==> config.mk <==
export PLATFORM = sky130hd
export DESIGN_NAME = cnt_event_gen_flat
export DESIGN_NICKNAME = d
export VERILOG_FILES = /design/src/rtl/cnt_event_gen_if.sv /design/src/rtl/cnt_event_gen.sv /design/src/flat_wrapper.sv
export SDC_FILE = /design/constraint.sdc
export NUM_CORES = 1
export LEC_CHECK = 0
export BUFFER_PORTS_ARGS = -buffer_cell sky130_fd_sc_hd__buf_2
export CAP_MARGIN = 20
export CORE_MARGIN = 3
export CORE_UTILIZATION = 38
export DETAILED_ROUTE_END_ITERATION = 7
export SETUP_SLACK_MARGIN = 0.2
export SYNTH_ARGS = -nofsm -noshare
export SYNTH_HDL_FRONTEND = slang
export SYNTH_SLANG_ARGS = --single-unit
export TNS_END_PERCENT = 1
==> constraint.sdc <==
create_clock -name CLK -period 3.11 [get_ports CLK]
set_input_delay 0 -clock CLK [delete_from_list [all_inputs] [get_ports CLK]]
set_output_delay 0 -clock CLK [all_outputs]
set_load 0.05 [all_outputs]
==> src/rtl/cnt_event_gen_if.sv <==
// Event-conditioner bus: raw event/clear requests in, counter controls out.
interface cnt_event_gen_if;
  logic       EVT_A;
  logic       EVT_B;
  logic       CLR_REQ;
  logic       UP_ENABLE;
  logic       UP_ENABLE2;
  logic       CLEAR;
  logic       BUSY;
  logic [7:0] DROP_CNT;

  // Event source / counter side
  modport master (
    output EVT_A, EVT_B, CLR_REQ,
    input  UP_ENABLE, UP_ENABLE2, CLEAR, BUSY, DROP_CNT
  );

  // Conditioner side
  modport slave (
    input  EVT_A, EVT_B, CLR_REQ,
    output UP_ENABLE, UP_ENABLE2, CLEAR, BUSY, DROP_CNT
  );
endinterface

==> src/rtl/cnt_event_gen.sv <==
// Conditions two async event lines and a clear request into up-counter
// enable/clear pulses: sync, debounce, rising-edge detect, serialise
// coincident enables, generate a fixed CLEAR pulse and count dropped enables.
module cnt_event_gen #(
  parameter int unsigned SYNC_STAGES = 2,
  parameter int unsigned DEB_CYC     = 4,
  parameter int unsigned CLR_LEN     = 2
) (
  input logic            CLK,
  input logic            RSTN,
  cnt_event_gen_if.slave bus
);

  localparam int unsigned DEB_W = $clog2(DEB_CYC + 1);
  localparam int unsigned CLR_W = (CLR_LEN > 1) ? $clog2(CLR_LEN) : 1;
  localparam int unsigned DRP_W = 8;

  localparam logic [DEB_W-1:0] DEB_LAST = DEB_W'(DEB_CYC - 1);
  localparam logic [CLR_W-1:0] CLR_LAST = CLR_W'(CLR_LEN - 1);

  typedef enum logic [1:0] {
    IDLE     = 2'd0,
    CLR      = 2'd1,
    WAIT_REL = 2'd2
  } state_t;

  logic [SYNC_STAGES-1:0] sync_a;
  logic [SYNC_STAGES-1:0] sync_b;
  logic [SYNC_STAGES-1:0] sync_c;
  logic [1:0]             syn;
  logic                   clr_syn;

  logic [1:0]             filt;
  logic [1:0]             filt_q;
  logic [DEB_W-1:0]       deb_cnt [2];
  logic [1:0]             evt;

  state_t                 state;
  state_t                 state_nxt;
  logic [CLR_W-1:0]       clr_cnt;
  logic [CLR_W-1:0]       clr_cnt_nxt;

  logic                   pend_b;
  logic                   pend_b_nxt;
  logic                   ue_q;
  logic                   ue_nxt;
  logic                   ue2_q;
  logic                   ue2_nxt;
  logic                   clear_q;
  logic                   clear_nxt;
  logic                   busy_q;
  logic                   busy_nxt;
  logic [1:0]             drop_inc;
  logic [DRP_W:0]         drop_sum;
  logic [DRP_W-1:0]       drop_cnt;
  logic [DRP_W-1:0]       drop_cnt_nxt;

  // Metastability chains for the three raw async inputs
  always_ff @(posedge CLK or negedge RSTN) begin
    if (!RSTN) begin
      sync_a <= '0;
      sync_b <= '0;
      sync_c <= '0;
    end else begin
      sync_a <= {sync_a[SYNC_STAGES-2:0], bus.EVT_A};
      sync_b <= {sync_b[SYNC_STAGES-2:0], bus.EVT_B};
      sync_c <= {sync_c[SYNC_STAGES-2:0], bus.CLR_REQ};
    end
  end

  assign syn     = {sync_b[SYNC_STAGES-1], sync_a[SYNC_STAGES-1]};
  assign clr_syn = sync_c[SYNC_STAGES-1];

  // Debounce: accept a new level after DEB_CYC consecutive differing cycles
  always_ff @(posedge CLK or negedge RSTN) begin
    if (!RSTN) begin
      filt   <= '0;
      filt_q <= '0;
      for (int i = 0; i < 2; i++) deb_cnt[i] <= '0;
    end else begin
      filt_q <= filt;
      for (int i = 0; i < 2; i++) begin
        if (syn[i] == filt[i]) begin
          deb_cnt[i] <= '0;
        end else if (deb_cnt[i] == DEB_LAST) begin
          filt[i]    <= syn[i];
          deb_cnt[i] <= '0;
        end else begin
          deb_cnt[i] <= deb_cnt[i] + DEB_W'(1);
        end
      end
    end
  end

  // Qualified rising edges of the filtered levels; bit 0 = A, bit 1 = B
  assign evt = filt & ~filt_q;

  // State and output registers
  always_ff @(posedge CLK or negedge RSTN) begin
    if (!RSTN) begin
      state    <= IDLE;
      clr_cnt  <= '0;
      pend_b   <= 1'b0;
      ue_q     <= 1'b0;
      ue2_q    <= 1'b0;
      clear_q  <= 1'b0;
      busy_q   <= 1'b0;
      drop_cnt <= '0;
    end else begin
      state    <= state_nxt;
      clr_cnt  <= clr_cnt_nxt;
      pend_b   <= pend_b_nxt;
      ue_q     <= ue_nxt;
      ue2_q    <= ue2_nxt;
      clear_q  <= clear_nxt;
      busy_q   <= busy_nxt;
      drop_cnt <= drop_cnt_nxt;
    end
  end

  // Clear FSM next state, enable arbitration and drop accounting
  always_comb begin
    state_nxt   = state;
    clr_cnt_nxt = clr_cnt;
    pend_b_nxt  = pend_b;
    ue_nxt      = 1'b0;
    ue2_nxt     = 1'b0;
    drop_inc    = 2'd0;

    case (state)
      IDLE: begin
        if (clr_syn) begin
          state_nxt   = CLR;
          clr_cnt_nxt = '0;
        end
      end
      CLR: begin
        if (clr_cnt == CLR_LAST) begin
          state_nxt = WAIT_REL;
        end else begin
          clr_cnt_nxt = clr_cnt + CLR_W'(1);
        end
      end
      WAIT_REL: begin
        if (!clr_syn) state_nxt = IDLE;
      end
      default: state_nxt = IDLE;
    endcase

    clear_nxt = (state_nxt == CLR);
    busy_nxt  = (state_nxt != IDLE);

    // Anything that would issue alongside CLEAR is discarded and counted
    if (clear_nxt) begin
      drop_inc   = 2'(evt[0]) + 2'(evt[1]) + 2'(pend_b);
      pend_b_nxt = 1'b0;
    end else begin
      if (pend_b) begin
        ue2_nxt    = 1'b1;
        pend_b_nxt = 1'b0;
      end
      if (evt[0]) begin
        ue_nxt = 1'b1;
        if (evt[1]) pend_b_nxt = 1'b1;
      end else if (evt[1]) begin
        ue2_nxt = 1'b1;
      end
    end

    drop_sum     = {1'b0, drop_cnt} + (DRP_W + 1)'(drop_inc);
    drop_cnt_nxt = drop_sum[DRP_W] ? {DRP_W{1'b1}} : drop_sum[DRP_W-1:0];
  end

  assign bus.UP_ENABLE  = ue_q;
  assign bus.UP_ENABLE2 = ue2_q;
  assign bus.CLEAR      = clear_q;
  assign bus.BUSY       = busy_q;
  assign bus.DROP_CNT   = drop_cnt;

endmodule

==> src/flat_wrapper.sv <==
// flat-port wrapper written by rule: the top's interface ports become plain ports
module cnt_event_gen_flat 
#(
  parameter int unsigned SYNC_STAGES = 2,
  parameter int unsigned DEB_CYC     = 4,
  parameter int unsigned CLR_LEN     = 2
)
  (CLK, RSTN, bus_EVT_A, bus_EVT_B, bus_CLR_REQ, bus_UP_ENABLE, bus_UP_ENABLE2, bus_CLEAR, bus_BUSY, bus_DROP_CNT);
  cnt_event_gen_if bus_i ();
  input logic CLK;
  input logic RSTN;
  input wire logic [$bits(bus_i.EVT_A)-1:0] bus_EVT_A;
  input wire logic [$bits(bus_i.EVT_B)-1:0] bus_EVT_B;
  input wire logic [$bits(bus_i.CLR_REQ)-1:0] bus_CLR_REQ;
  output wire logic [$bits(bus_i.UP_ENABLE)-1:0] bus_UP_ENABLE;
  output wire logic [$bits(bus_i.UP_ENABLE2)-1:0] bus_UP_ENABLE2;
  output wire logic [$bits(bus_i.CLEAR)-1:0] bus_CLEAR;
  output wire logic [$bits(bus_i.BUSY)-1:0] bus_BUSY;
  output wire logic [$bits(bus_i.DROP_CNT)-1:0] bus_DROP_CNT;
  assign bus_i.EVT_A = bus_EVT_A;
  assign bus_i.EVT_B = bus_EVT_B;
  assign bus_i.CLR_REQ = bus_CLR_REQ;
  assign bus_UP_ENABLE = bus_i.UP_ENABLE;
  assign bus_UP_ENABLE2 = bus_i.UP_ENABLE2;
  assign bus_CLEAR = bus_i.CLEAR;
  assign bus_BUSY = bus_i.BUSY;
  assign bus_DROP_CNT = bus_i.DROP_CNT;
  cnt_event_gen #(.SYNC_STAGES(SYNC_STAGES), .DEB_CYC(DEB_CYC), .CLR_LEN(CLR_LEN)) u_core (.CLK(CLK), .RSTN(RSTN), .bus(bus_i));
endmodule
Word level (Yosys, flattened, before mapping)
Cells that the tools add are included.

Add/subtract/negate cells: 6. Equality and inequality tests: 8. Multiplexer cells: 22. Bitwise operators: 4. Reductions and logical operators: 6.

Operators by type and width (count): 3-bit two-way mux (4); 1-bit two-way mux (11); 8-bit by 2-bit adder with 9-bit output (1); 2-bit two-way mux (4); 8-bit two-way mux (1); 3-bit by 1-bit adder with 3-bit output (second input constant) (2); 3-bit by 2-bit equality test with 1-bit output (second input constant) (2); 2-bit case mux with 3 select lines (1); 2-bit AND reduction (3); 2-bit by 1-bit equality test with 1-bit output (second input constant) (2); 2-bit nonzero test (2); 1-bit by 1-bit adder with 2-bit output (1); 2-bit by 1-bit adder with 2-bit output (1); 2-bit bitwise AND (1); 1-bit equality test (2); 2-bit equality test (second input constant) (1); 2-bit zero test (1); 2-bit by 1-bit inequality test with 1-bit output (second input constant) (1); 1-bit NOT (2); 2-bit NOT (1); 1-bit case mux with 2 select lines (1); 1-bit adder (second input constant) (1).

Register bits after elaboration: 32. Input bits: 5. Output and inout bits: 12. Logic and storage cells: 62.

Longest topological paths before layout
Depth after elaboration: 7. Gate-level depth with buffers: 10.

Worst setup path after synthesis
OpenSTA, ideal clock, no wires.

Path kind: register to register. Start point: register u_core.filt[0]. End point: register u_core.drop_cnt[0], in the netlist u_core.bus.DROP_CNT[0]. Library setup time: 74 ps. Data arrival time: 2368 ps. Required time: 3036 ps. Path slack: 669 ps. Stages on the path, launching flop included: 11. Period minus slack after synthesis: 2441 ps. Cell sequence: dfrtp_1 -> nand2b_1 -> inv_1 -> fa_1 -> and2_1 -> ha_1 -> inv_1 -> fa_1 -> and4b_1 -> nand4_1 -> nand2b_1.

Longest elaborated chain between the ends: 6.

RTL lines: from (decl) (RTL line cnt_event_gen.sv:33) `logic [1:0] filt;`; from (signal, indexed assignment) (RTL line cnt_event_gen.sv:86) `filt[i] <= syn[i];`; 2-bit bitwise AND (RTL line cnt_event_gen.sv:96) `assign evt = filt & ~filt_q;`; 1-bit by 1-bit adder with 2-bit output (RTL line cnt_event_gen.sv:155) `drop_inc = 2'(evt[0]) + 2'(evt[1]) + 2'(pend_b);`; 2-bit by 1-bit adder with 2-bit output (RTL line cnt_event_gen.sv:155); 2-bit two-way mux (RTL line cnt_event_gen.sv:154) `if (clear_nxt) begin`; 8-bit by 2-bit adder with 9-bit output (RTL line cnt_event_gen.sv:170) `drop_sum = {1'b0, drop_cnt} + (DRP_W + 1)'(drop_inc);`; 8-bit two-way mux (RTL line cnt_event_gen.sv:171) `drop_cnt_nxt = drop_sum[DRP_W] ? {DRP_W{1'b1}} : drop_sum[DRP_W-1:0];`; net u_core.drop_cnt_nxt[0] (RTL line cnt_event_gen.sv:56) `logic [DRP_W-1:0] drop_cnt_nxt;`; to (signal assigned) (RTL line cnt_event_gen.sv:117) `drop_cnt <= drop_cnt_nxt;`; to (decl) (RTL line cnt_event_gen.sv:55) `logic [DRP_W-1:0] drop_cnt;`.

The timed path passes the listed nets, and every way through them passes these cells. A chain may end at the register's enable or synchronous reset.

Worst setup path in the final report
Ends and elaborated chain as after synthesis.

==> results.py <==
metrics = {
    "setup_path": {
        "path_cells": "nand2b_1, inv_1, fa_1, and2_1, ha_1, inv_1, fa_1, and4b_1, nand4_1, nand2b_1",
        "crit_fanout": 5,
        "critical_path_arrival_ps": 2880,
        "worstSetupStartpointType": "flop",
        "worst-path-buf-inv": 2,
        "cpMaxStageDelayCell": "fa_1",
        "cp_data_required_time_ps": 3390,
        "critPathMaxStageDelay_ps": 490,
        "regToRegSetupSlack_ps": 520,
        "critPathKind": "flop to flop",
        "end_kind": "flop",
        "path_delay_family": "adder cells",
    },
    "detailed_routing": {
        "ant_nets": 0,
        "via_count": 786,
        "viasPerCell": 4.60,
        "drt_iter0_drc": 31,
        "post_drt_wl_per_cell_um": 11.2,
        "drc": 0,
        "routed_wl_um": 1920,
        "first_pass_iters": 4,
    },
    "sta": {
        "rsz0062_at_grt": "false",
        "maxSlewHeadroom_pct": 55.8,
        "setup_viol": 0,
        "tightestPinTransition_ps": 663,
        "fin_crit_ps": 2590,
        "hold_slack_ps": 211,
        "fmax_ghz": 0.386,
        "skew_ps": 15.8,
        "final-max-slew-violation-count": 0,
        "fin_crit_sh_pct": 83.4,
        "fin_setup_tns_ps": 0,
        "hold_viol": 0,
    },
    "floorplanning": {
        "coreArea_um2": 3100,
        "die_h_um": 63.6,
        "row_count": 20,
        "die_width_um": 63.6,
        "floorplan.initialDensity_pct": 40.6,
        "io_pins": 17,
        "dieArea_um2": 4050,
    },
    "final_layout": {
        "final_common_cell": "dfrtp_1",
        "syn_to_final_growth_pct": 18.8,
        "finish.net_count": 137,
        "layout_common_cells": "dfrtp_1 (32), buf_2 (16), inv_1 (7)",
        "finalInstanceArea_um2": 1500,
        "drive_above_1_share_pct": 22.0,
        "final_cell_count_no_fill": 171,
        "fill_cells": 315,
        "diodes": 0,
    },
    "flow_run": {
        "max_cap_viol_count": 0,
    },
    "power": {
        "vdd_ir_drop_max_mv": 0.336,
        "power_switching_mw": 0.595,
        "leakage_nw": 0.728,
        "internal_power_mw": 0.828,
        "p_sw_share_pct": 41.8,
        "power_frac_comb_pct": 37.9,
        "power_mw": 1.42,
        "p_seq_share_pct": 45.0,
        "powerDensity_nw_per_um2": 950,
        "pwr-share-clk_pct": 17.1,
    },
    "placed_design": {
        "dp_hpwl_um": 1400,
        "io_buffers": 16,
        "placed_area_um2": 1400,
        "dpl.cell_count": 159,
        "gp_congestion": 0.769,
    },
    "yosys": {
        "avgSynthCellArea_um2": 12.7,
        "ys_async_sr_fraction_pct": 100,
        "synth_area_um2": 1260,
        "ys_types": 29,
        "synthFlopType": "dfrtp_1",
        "ys_warn_count": 0,
        "ys_ff_latch": 32,
        "syn_inst": 99,
        "ys_seq_area_share_pct": 63.5,
        "synth_fp_nets": 110,
        "synth_edf_count": 0,
    },
    "clock_network": {
        "ctsHoldBuffers": 4,
        "cts.htree.levels": 2,
        "cts_setup_buffers": 0,
        "post_cts_resized": 0,
        "clockBufferDepth": 2,
        "clock_latency_ps": 340,
        "tritoncts": "built",
        "root_buffer": "clkbuf_4",
        "clkTransAtPathRegs_ps": 100,
        "cts_inserted_buffers": 5,
        "cts_num_sinks": 32,
    },
    "global_routing": {
        "grt_util_all_layers_pct": 11.6,
        "antenna_found_initial": 0,
        "grt_pass1_vias": 765,
        "grt_pass1_wl_um": 3450,
        "grt_max_degree": 33,
        "grt_overflow": 0,
    },
    "hold_path": {
        "worst_hold_path_type": "input pin to async pin",
    },
    "status": {
        "status": "completed",
    },
}
flip-flops by register name, summed over array words and instances (netlist names), 2 cells and up:
register,flops
u_core.sync_a,2
u_core.state,2
u_core.deb_cnt,6
u_core.bus.DROP_CNT,8
u_core.sync_c,2
u_core.filt,2
u_core.sync_b,2
u_core.filt_q,2
final timing paths:
kind / startpoint / end / cells past startpoint
worst max-delay path: u_core.filt[0]$_DFFE_PN0P_ / u_core.bus.DROP_CNT[0]$_DFF_PN0_ / 10
worst min-delay path: RSTN / u_core.bus.DROP_CNT[3]$_DFF_PN0_ / 2
worst max register to register: u_core.filt[0]$_DFFE_PN0P_ / u_core.bus.DROP_CNT[0]$_DFF_PN0_ / 10
worst min register to register: u_core.sync_b[0]$_DFF_PN0_ / u_core.sync_b[1]$_DFF_PN0_ / 0
max in group asynchronous: RSTN / u_core.filt[0]$_DFFE_PN0P_ / 2
min in group CLK: bus_EVT_B / u_core.sync_b[0]$_DFF_PN0_ / 2
stage by stage:
stage          util, %  setup WS [ps]
2_1_floorplan        -            669
3_3_place_gp      45.0            593
3_5_place_dp      45.0            510
4_1_cts           48.3            501
5_1_grt           48.3            312
6_report          48.3            517
final cells by class:
class | count | area (µm²) | share of cell area [%]
Clock inverter | 2 | 10.0 | 0.668
Multi-Input combinational cell | 60 | 434 | 29.0
Tap cell | 44 | 55.1 | 3.68
Inverter | 7 | 26.3 | 1.75
Clock buffer | 6 | 51.3 | 3.43
Sequential cell | 32 | 801 | 53.5
Timing Repair Buffer | 20 | 120 | 8.02
power groups by stage:
stage | registers, mW | logic, mW | clock network [mW]
after CTS | 0.642 | 0.550 | 0.256
after floorplan | 0.830 | 0.228 | 0
after global routing | 0.662 | 0.605 | 0.275
final | 0.641 | 0.539 | 0.243
after detailed placement | 0.650 | 0.545 | 0
after global placement | 0.646 | 0.532 | 0
cell usage after synthesis, types with 2 or more instances:
cell / count / share of area (%)
nand3_1: 3 / 1.2
inv_1: 7 / 2.1
ha_1: 4 / 4.0
a21oi_1: 4 / 1.6
mux2_2: 2 / 1.8
o21ai_0: 5 / 2.0
xnor2_1: 2 / 1.4
nor3b_1: 5 / 3.0
nand2_1: 5 / 1.5
or3_1: 2 / 0.99
and2_1: 2 / 0.99
nor3_1: 3 / 1.2
nor2b_1: 4 / 2.0
nor2_1: 3 / 0.89
nand2b_1: 2 / 0.99
dfrtp_1: 32 / 63
fa_1: 2 / 3.2
per-layer routing:
layer  up-vias  track usage (%)  wire [µm]  share of wire, %
li1        394                -          -                 -
met4         0             7.28         59               3.1
met2        14             17.7        901                47
met3         7             5.53        126               6.6
met5         -                0          0                 0
met1       371             13.1        832                43
cells by family after synthesis:
group | Yosys count | share of synthesized area (%)
adders and majority gates | 6 | 7.14
muxes | 3 | 2.58
and+or+nand+nor | 34 | 15.8
xor gates and xnor gates | 3 | 2.08
DFF | 32 | 63.5
buffers and inverters | 7 | 2.08
AOI/OAI and AO/OA | 14 | 6.85
No activity file was read; power rests on OpenSTA's default activity.
